===== config.mk =====
export PLATFORM = sky130hd
export DESIGN_NAME = mac_accumulator
export DESIGN_NICKNAME = d
export VERILOG_FILES = /design/src/rtl/mac_accumulator.sv
export SDC_FILE = /design/constraint.sdc
export NUM_CORES = 1
export LEC_CHECK = 0
export CORE_ASPECT_RATIO = 0.8
export CORE_MARGIN = 5
export CORE_UTILIZATION = 29
export DETAILED_ROUTE_END_ITERATION = 8
export DONT_BUFFER_PORTS = 1
export HOLD_SLACK_MARGIN = 0.05
export PLACE_DENSITY = 0.54
export SLEW_MARGIN = 20
export SYNTH_ARGS = -nofsm -noshare
export SYNTH_HDL_FRONTEND = slang
export SYNTH_SLANG_ARGS = --single-unit

===== constraint.sdc =====
create_clock -name clk -period 3.34 [get_ports clk]
set_input_delay 0.501 -clock clk [delete_from_list [all_inputs] [get_ports clk]]
set_output_delay 0.501 -clock clk [all_outputs]
set_load 0.05 [all_outputs]

===== src/rtl/mac_accumulator.sv =====
// Two-stage signed multiply-accumulate: stage P registers exact products, stage A
// sums BLOCK_K of them and presents the full-width dot product on a valid/ready port.
module mac_accumulator #(
    parameter int BIT_WIDTH  = 16,
    parameter int FRAC_WIDTH = 8,
    parameter int BLOCK_K    = 4
) (
    input  logic                          clk,
    input  logic                          rst,
    input  logic                          clear,
    input  logic                          in_valid,
    output logic                          in_ready,
    input  logic signed [BIT_WIDTH-1:0]   a,
    input  logic signed [BIT_WIDTH-1:0]   b,
    output logic                          out_valid,
    input  logic                          out_ready,
    output logic signed [2*BIT_WIDTH-1:0] out_data,
    output logic [15:0]                   out_last_idx
);

    localparam int PW = 2 * BIT_WIDTH;
    localparam int KW = (BLOCK_K > 1) ? $clog2(BLOCK_K) : 1;
    localparam logic [KW-1:0] K_LAST = KW'(BLOCK_K - 1);

    // Products and sums carry 2*FRAC_WIDTH fractional bits; nothing here rescales them.
    if (BLOCK_K < 1 || FRAC_WIDTH < 0 || FRAC_WIDTH >= BIT_WIDTH) begin : g_param_check
        $error("mac_accumulator: BLOCK_K must be >= 1 and FRAC_WIDTH within the operand");
    end

    logic [KW-1:0]        k_cnt_reg;
    logic                 p_valid_reg;
    logic                 p_last_reg;
    logic signed [PW-1:0] p_reg;
    logic signed [PW-1:0] acc_reg;
    logic                 acc_first_reg;
    logic                 out_valid_reg;
    logic signed [PW-1:0] out_data_reg;
    logic [15:0]          out_idx_reg;

    logic                 fire_in;
    logic                 adv;
    logic                 out_accept;
    logic signed [PW-1:0] prod_next;
    logic signed [PW-1:0] sum_next;

    // Stage A only stalls when it holds a last product and the output slot is still occupied.
    assign adv        = p_valid_reg & ~(p_last_reg & out_valid_reg & ~out_ready) & ~clear;
    assign in_ready   = ~rst & ~clear & (~p_valid_reg | adv);
    assign fire_in    = in_valid & in_ready;
    assign out_accept = out_valid_reg & out_ready;
    assign prod_next  = PW'(a) * PW'(b);
    assign sum_next   = (acc_first_reg ? '0 : acc_reg) + p_reg;

    always_ff @(posedge clk or posedge rst) begin
        if (rst) begin
            k_cnt_reg     <= '0;
            p_valid_reg   <= 1'b0;
            p_last_reg    <= 1'b0;
            p_reg         <= '0;
            acc_reg       <= '0;
            acc_first_reg <= 1'b1;
        end else if (clear) begin
            k_cnt_reg     <= '0;
            p_valid_reg   <= 1'b0;
            acc_first_reg <= 1'b1;
        end else begin
            if (fire_in) begin
                p_reg       <= prod_next;
                p_valid_reg <= 1'b1;
                p_last_reg  <= (k_cnt_reg == K_LAST);
                k_cnt_reg   <= (k_cnt_reg == K_LAST) ? '0 : k_cnt_reg + KW'(1);
            end else if (adv) begin
                p_valid_reg <= 1'b0;
            end
            if (adv) begin
                acc_reg       <= sum_next;
                acc_first_reg <= p_last_reg;
            end
        end
    end

    // A new result and an acceptance in the same cycle keep out_valid high with no bubble.
    always_ff @(posedge clk or posedge rst) begin
        if (rst) begin
            out_valid_reg <= 1'b0;
            out_data_reg  <= '0;
            out_idx_reg   <= '0;
        end else if (adv && p_last_reg) begin
            out_valid_reg <= 1'b1;
            out_data_reg  <= sum_next;
            out_idx_reg   <= out_idx_reg + 16'd1;
        end else if (out_accept) begin
            out_valid_reg <= 1'b0;
        end
    end

    assign out_valid    = out_valid_reg;
    assign out_data     = out_data_reg;
    assign out_last_idx = out_idx_reg;

endmodule

==> results.yml, run 1 <==
run_status:
  status: "finished, violations left"
  violations: "negative setup slack"
place:
  gp_congestion: 0.854
  place_hpwl_um: 33300
  io_buffers: 0
  dp_cells: 2600
worst_setup_path:
  reg2reg_slack_ps: 80
  worstRegToRegCells: 16
  setup.worst_path.start_class: "input port"
  r2r_start: "acc_first_reg$_DFFE_PP1P_"
  cp.required_ps: 3630
  cp-end-kind: "flop"
  arrival_ps: 5940
  cpMostUsedCell: "fa_1"
  cpMaxStageDelayCell: "fa_1"
  slowest_delay_ps: 520
  crit_type: "in -> reg"
  r2r-end: "acc_reg[26]$_DFFE_PP0P_"
  path_cells: "and2_4, fa_1, inv_1, fa_1, inv_2, fa_1, inv_1, fa_1, inv_1, fa_1, inv_2, fa_1, inv_2, ha_4, and3_4, a32o_2, a221o_2, a22o_4, o221a_4, a221oi_4, xor2_1, o21ai_1"
  cp_max_fo: 16
clocking:
  cts_max_path_buffers: 2
  cts_sinks: 118
  cts_tree: "built"
  hold_buffers: 0
  htreeDepth: 4
  clock_latency_ps: 420
  path_clk_slew_ps: 60
  cts_made_buffers: 17
  root_buffer: "clkbuf_16"
timing:
  max_slew_margin_pct: 59.8
  worst_pin_slew_ps: 603
  final_hold_viol_count: 0
  fin_crit_ps: 5660
  final.setup.worst_slack_ps: -2320
  clock.fmax_ghz: 0.177
  slew_viol_final: 0
  hold_ws_ps: 47.2
  setup_viol: 25
  finalCritPeriodShare_pct: 169
  clock-skew-final_ps: 10.1
  rsz0062_at_grt: "yes"
synth:
  syn_avg_cell_area_um2: 9.05
  synth_edf_count: 0
  synthFlopType: "dfrtp_1"
  synth-seq-area-share_pct: 18.4
  synth_cells: 1779
  async_reset_ff_share_pct: 100
  ys_ff_latch: 118
  ys_types: 59
  ys.warnings.count: 0
  syn_area_mm2: 0.0161
  synth_nets: 2194
die:
  initial_core_util_pct: 29.2
  chipWidth_um: 273
  core_mm2: 0.0551
  rows: 77
  die_h_um: 221
  die-area_mm2: 0.0604
  io-pin-count: 87
detailed_routing:
  wl_per_cell_um: 16.2
  route.met2.wl_um: 18200
  drt-total-wl_um: 43000
  drtPass1Iterations: 6
  postRouteAntennaNets: 0
  drc: 0
  drt_iter0_drc: 662
  top_layer_used: "met4"
  m1WireLength_um: 22000
  dr_total_vias: 12000
  dr_wl_met3_um: 2400
  viasPerCell: 4.51
cells_and_area:
  final_core_util_pct: 35.4
  instances_no_fill: 2657
  antenna_cells: 0
  nets: 2309
  syn2layout_area_growth_pct: 21.3
  n_fill_cell: 5623
  drive_gt1_share_pct: 18.7
grt:
  first_global_vias: 12800
  grt_pass1_wl_um: 71100
  track_usage_pct: 14.6
  grt_max_degree: 75
  gr-total-overflow: 0
  antenna_found_initial: 1
job:
  maxCapViolCount: 0
hold_path:
  hold_class: "in -> async"
## area by class of cell
| type | instances | area [um^2] | area share (%) |
|---|---|---|---|
| flip-flops and latches | 118 | 2960 | 15.1 |
| repair buffers | 159 | 1330 | 6.82 |
| clock buffers | 19 | 443 | 2.27 |
| inverters | 320 | 1210 | 6.18 |
| well taps | 750 | 938 | 4.80 |
| clock inverters | 13 | 125 | 0.641 |
| multi-input cells | 1278 | 12500 | 64.1 |
## per-stage QoR
stage          instance area [um^2]  TNS, ps  setup slack [ps]
4_1_cts                       19000   -40980             -2280
3_5_place_dp                  18000   -55750             -2900
5_1_grt                       19500   -46270             -2490
6_report                      19500   -41980             -2320
2_1_floorplan                 16400   -49670             -2890
3_3_place_gp                  18000   -55990             -2930
## how the worst max path moves through the flow
stage	startpoint	to	slack, ps
3_3_place_gp	b[4]	p_reg[26]$_DFFE_PP0P_	-2930
3_5_place_dp	b[4]	p_reg[26]$_DFFE_PP0P_	-2900
5_1_grt	a[10]	p_reg[26]$_DFFE_PP0P_	-2490
4_1_cts	b[4]	p_reg[26]$_DFFE_PP0P_	-2280
2_1_floorplan	a[5]	p_reg[26]$_DFFE_PP0P_	-2890
6_report	b[4]	p_reg[26]$_DFFE_PP0P_	-2320
## layer usage
| layer | up-vias | GRT usage (%) |
|---|---|---|
| li1 | 5745 | - |
| met1 | 5935 | 22.0 |
| met2 | 266 | 22.1 |
| met3 | 29 | 2.94 |
| met4 | 0 | 2.19 |
| met5 | - | 0 |
## repair_timing
item / in CTS / in global routing
gates resized for setup: 76 / 86
setup endpoints to repair: 36 / 48
cloned: 2 / 0
buffers inserted: 9 / 17
pin swaps: 74 / 75
## critical path, delay by kind of cell
family / cells / cell delay, ps
compound gates: 6 / 1540
xor+xnor: 1 / 170
fa+ha+maj: 7 / 3160
buf+inv: 6 / 280
simple gates: 2 / 300
## placed cells by master, fill, tap and decap left out, drive strengths merged, types with 12 or more instances in the layout
cell type,netlist,routed
dfrtp,117,117
xor2,16,16
clkbuf,54,19
a21o,25,25
nor2b,35,35
o31ai,12,12
nor2,41,41
inv,320,321
o21ai,52,52
ha,115,115
a21oi,54,54
fa,263,263
nand4,16,16
and2,125,125
nand2,322,322
nand3,17,17
o21a,13,13
nand2b,12,12
and3,13,13
buf,9,159
xnor2,53,53
## synthesized netlist by cell type, drive strengths merged, types with 3 or more instances
cell type  number  area share (%)
a211o           4            0.22
a211oi          5            0.23
a21boi          4            0.19
a21o           25             1.2
a21oi          54             1.7
a31oi          10            0.39
and2          125             4.9
and3           13            0.53
buf             9            0.22
clkbuf         54             1.3
dfrtp         117              18
fa            263              33
ha            115             8.9
inv           320             7.5
mux2            9            0.63
nand2         322             7.5
nand2b         12            0.47
nand3          17            0.53
nand3b          3            0.14
nand4          16            0.62
nor2           41            0.96
nor2b          35             1.4
nor3            9            0.28
nor3b           3            0.14
o211ai          7            0.36
o21a           13            0.61
o21ai          52             1.6
o21bai          8            0.37
o31ai          12            0.56
or2             4            0.16
or4             5            0.25
xnor2          53             2.9
xor2           16            0.87
## cells by family after synthesis
kind of cell	share of synthesized area (%)
compound gates	8.49
simple gates	18.2
xor+xnor	3.75
buf+inv	8.94
flops	18.4
mux	0.630
fa+ha+maj	41.6
Power of run 1 is left out: the tool's default activity adds up to more than one toggle a clock period on the data nets, which glitch-free logic cannot reach.
==> inputs of run 2 (changes only) <==
Settings changed: CORE_UTILIZATION 29 to 35, PLACE_DENSITY 0.54 to 0.61, TNS_END_PERCENT set to 100.
==> run 2 against run 1 <==
Against the previous run: the flow still finishes with violations (negative setup slack); largest cell class unchanged; via count about the same; first-iteration DRC count down 6.8%; global-route usage increased by 1.7 points.
==> results.yml, run 2 (same netlist as run 1, synthesis figures left out) <==
timing:
  final_hold_viol_count: 0
  worst_pin_slew_ps: 738
  clock.fmax_ghz: 0.174
  finalCritPeriodShare_pct: 172
  max_slew_margin_pct: 50.7
  clock-skew-final_ps: 10.1
  fin_crit_ps: 5760
  slew_viol_final: 0
  setup_viol: 25
  rsz0062_at_grt: "yes"
  final.setup.worst_slack_ps: -2420
detailed_routing:
  dr_total_vias: 12000
  viasPerCell: 4.74
  drt-total-wl_um: 40200
  drt_iter0_drc: 617
  dr_wl_met3_um: 3020
  drc: 0
  wl_per_cell_um: 15.9
  postRouteAntennaNets: 0
  drtPass1Iterations: 7
  m1WireLength_um: 20600
  route.met2.wl_um: 16400
  top_layer_used: "met4"
clocking:
  clock_latency_ps: 410
  cts_made_buffers: 17
  path_clk_slew_ps: 50
  hold_buffers: 0
  cts_max_path_buffers: 2
  cts_tree: "built"
  root_buffer: "clkbuf_16"
  htreeDepth: 4
  cts_sinks: 118
cells_and_area:
  final_cell_mix: "nand2_1, inv_1, fa_1"
  regArea_mm2: 0.00295
  instances_no_fill: 2525
  syn2layout_area_growth_pct: 20.2
  final_core_util_pct: 42.4
  n_fill_cell: 4385
  drive_gt1_share_pct: 18.0
  layout_commonest_cell: "nand2_1"
  antenna_cells: 0
  nets: 2316
  multiInputGateArea_mm2: 0.0125
grt:
  grt_pass1_wl_um: 67900
  grt_max_degree: 68
  antenna_found_initial: 0
  track_usage_pct: 16.3
  first_global_vias: 12700
  gr-total-overflow: 0
place:
  dp_cells: 2474
  gp_congestion: 0.859
  place_hpwl_um: 32300
  dp_slack_ps: -3010
  io_buffers: 0
die:
  core_mm2: 0.0456
  chipWidth_um: 250
  initial_core_util_pct: 35.3
  die-area_mm2: 0.0504
  rows: 70
  io-pin-count: 87
  die_h_um: 202
job:
  maxCapViolCount: 0
worst_setup_path:
  setup.worst_path.start_class: "input port"
  cp_max_fo: 16
  cp.required_ps: 3620
  worstRegToRegCells: 13
  cp-end-kind: "flop"
  crit_type: "in -> reg"
  arrival_ps: 6040
hold_path:
  hold_class: "in -> async"
run_status:
  status: "finished, violations left"
  violations: "negative setup slack"
## run 2: changes by cell type in the layout (fill, tap and decap cells not counted), moves of 3 or more
cell and change:
clkinv_4 -6, buf_4 +5, inv_1 +5, inv_2 -5, buf_6 +4, a21oi_2 -3, buf_16 -3, clkbuf_8 +3
fa_1 +3, fa_2 -3, ha_1 -3, ha_4 +3, nor2b_2 -3, xnor2_2 -3
## run 2: what timing repair did
item | CTS | global route
pin swaps | 38 | 73
buffers inserted | 9 | 14
resized for setup | 63 | 86
cloned | 1 | 0
endpoints found under the setup margin | 37 | 48
## run 2: metrics by stage
step / area [um^2] / setup TNS, ps / hold WS [ps]
3_3_place_gp: 17900 / -56810 / 444
6_report: 19300 / -43860 / 77.2
4_1_cts: 18900 / -43340 / 91.5
5_1_grt: 19300 / -48470 / 122
3_5_place_dp: 17900 / -57820 / 453
2_1_floorplan: 16400 / -49670 / 431
## run 2: final timing paths
path	end	startpoint	slack (ps)
worst min-delay path	k_cnt_reg[0]$_DFFE_PP0P_	rst	80
min in group clk	p_valid_reg$_DFFE_PP0P_	clear	150
worst max register to register	acc_reg[31]$_DFFE_PP0P_	acc_first_reg$_DFFE_PP1P_	120
worst min register to register	acc_reg[3]$_DFFE_PP0P_	acc_reg[3]$_DFFE_PP0P_	460
max in group asynchronous	acc_first_reg$_DFFE_PP1P_	rst	2470
worst max-delay path	p_reg[26]$_DFFE_PP0P_	a[7]	-2420
## run 2: routing by layer
metal,global-route usage (%),vias to the layer above
met5,0,-
met3,4.27,18
li1,-,5750
met4,2.16,0
met1,25.1,5899
met2,23.5,297
## run 2: cell type report
class	instances	area share [%]
clock inverters	8	0.504
clock buffers	23	2.52
multi-input cells	1278	64.5
inverters	320	6.24
repair buffers	166	6.97
well taps	612	3.96
flip-flops and latches	118	15.3
## run 2: critical path, cell delays in order
cell and delay (ps):
and2_4 140, fa_1 520, inv_1 50, fa_1 470, inv_1 50, fa_1 500
inv_1 60, fa_1 470, inv_1 50, fa_1 490, inv_1 60, fa_1 490
inv_2 50, ha_4 240, and3_4 160, a32o_2 240, a221o_2 380, a22o_4 240
o221a_4 260, a221oi_4 370, xor2_1 180, o21ai_1 80
Power of run 2 is left out for the same reason.
==> inputs of run 3 (changes only) <==
Settings changed: CAP_MARGIN set to 15.
==> results of run 3 <==
No change in the layout: final DEF, timing and power equal those of run 2.
Power of run 3 is left out for the same reason.
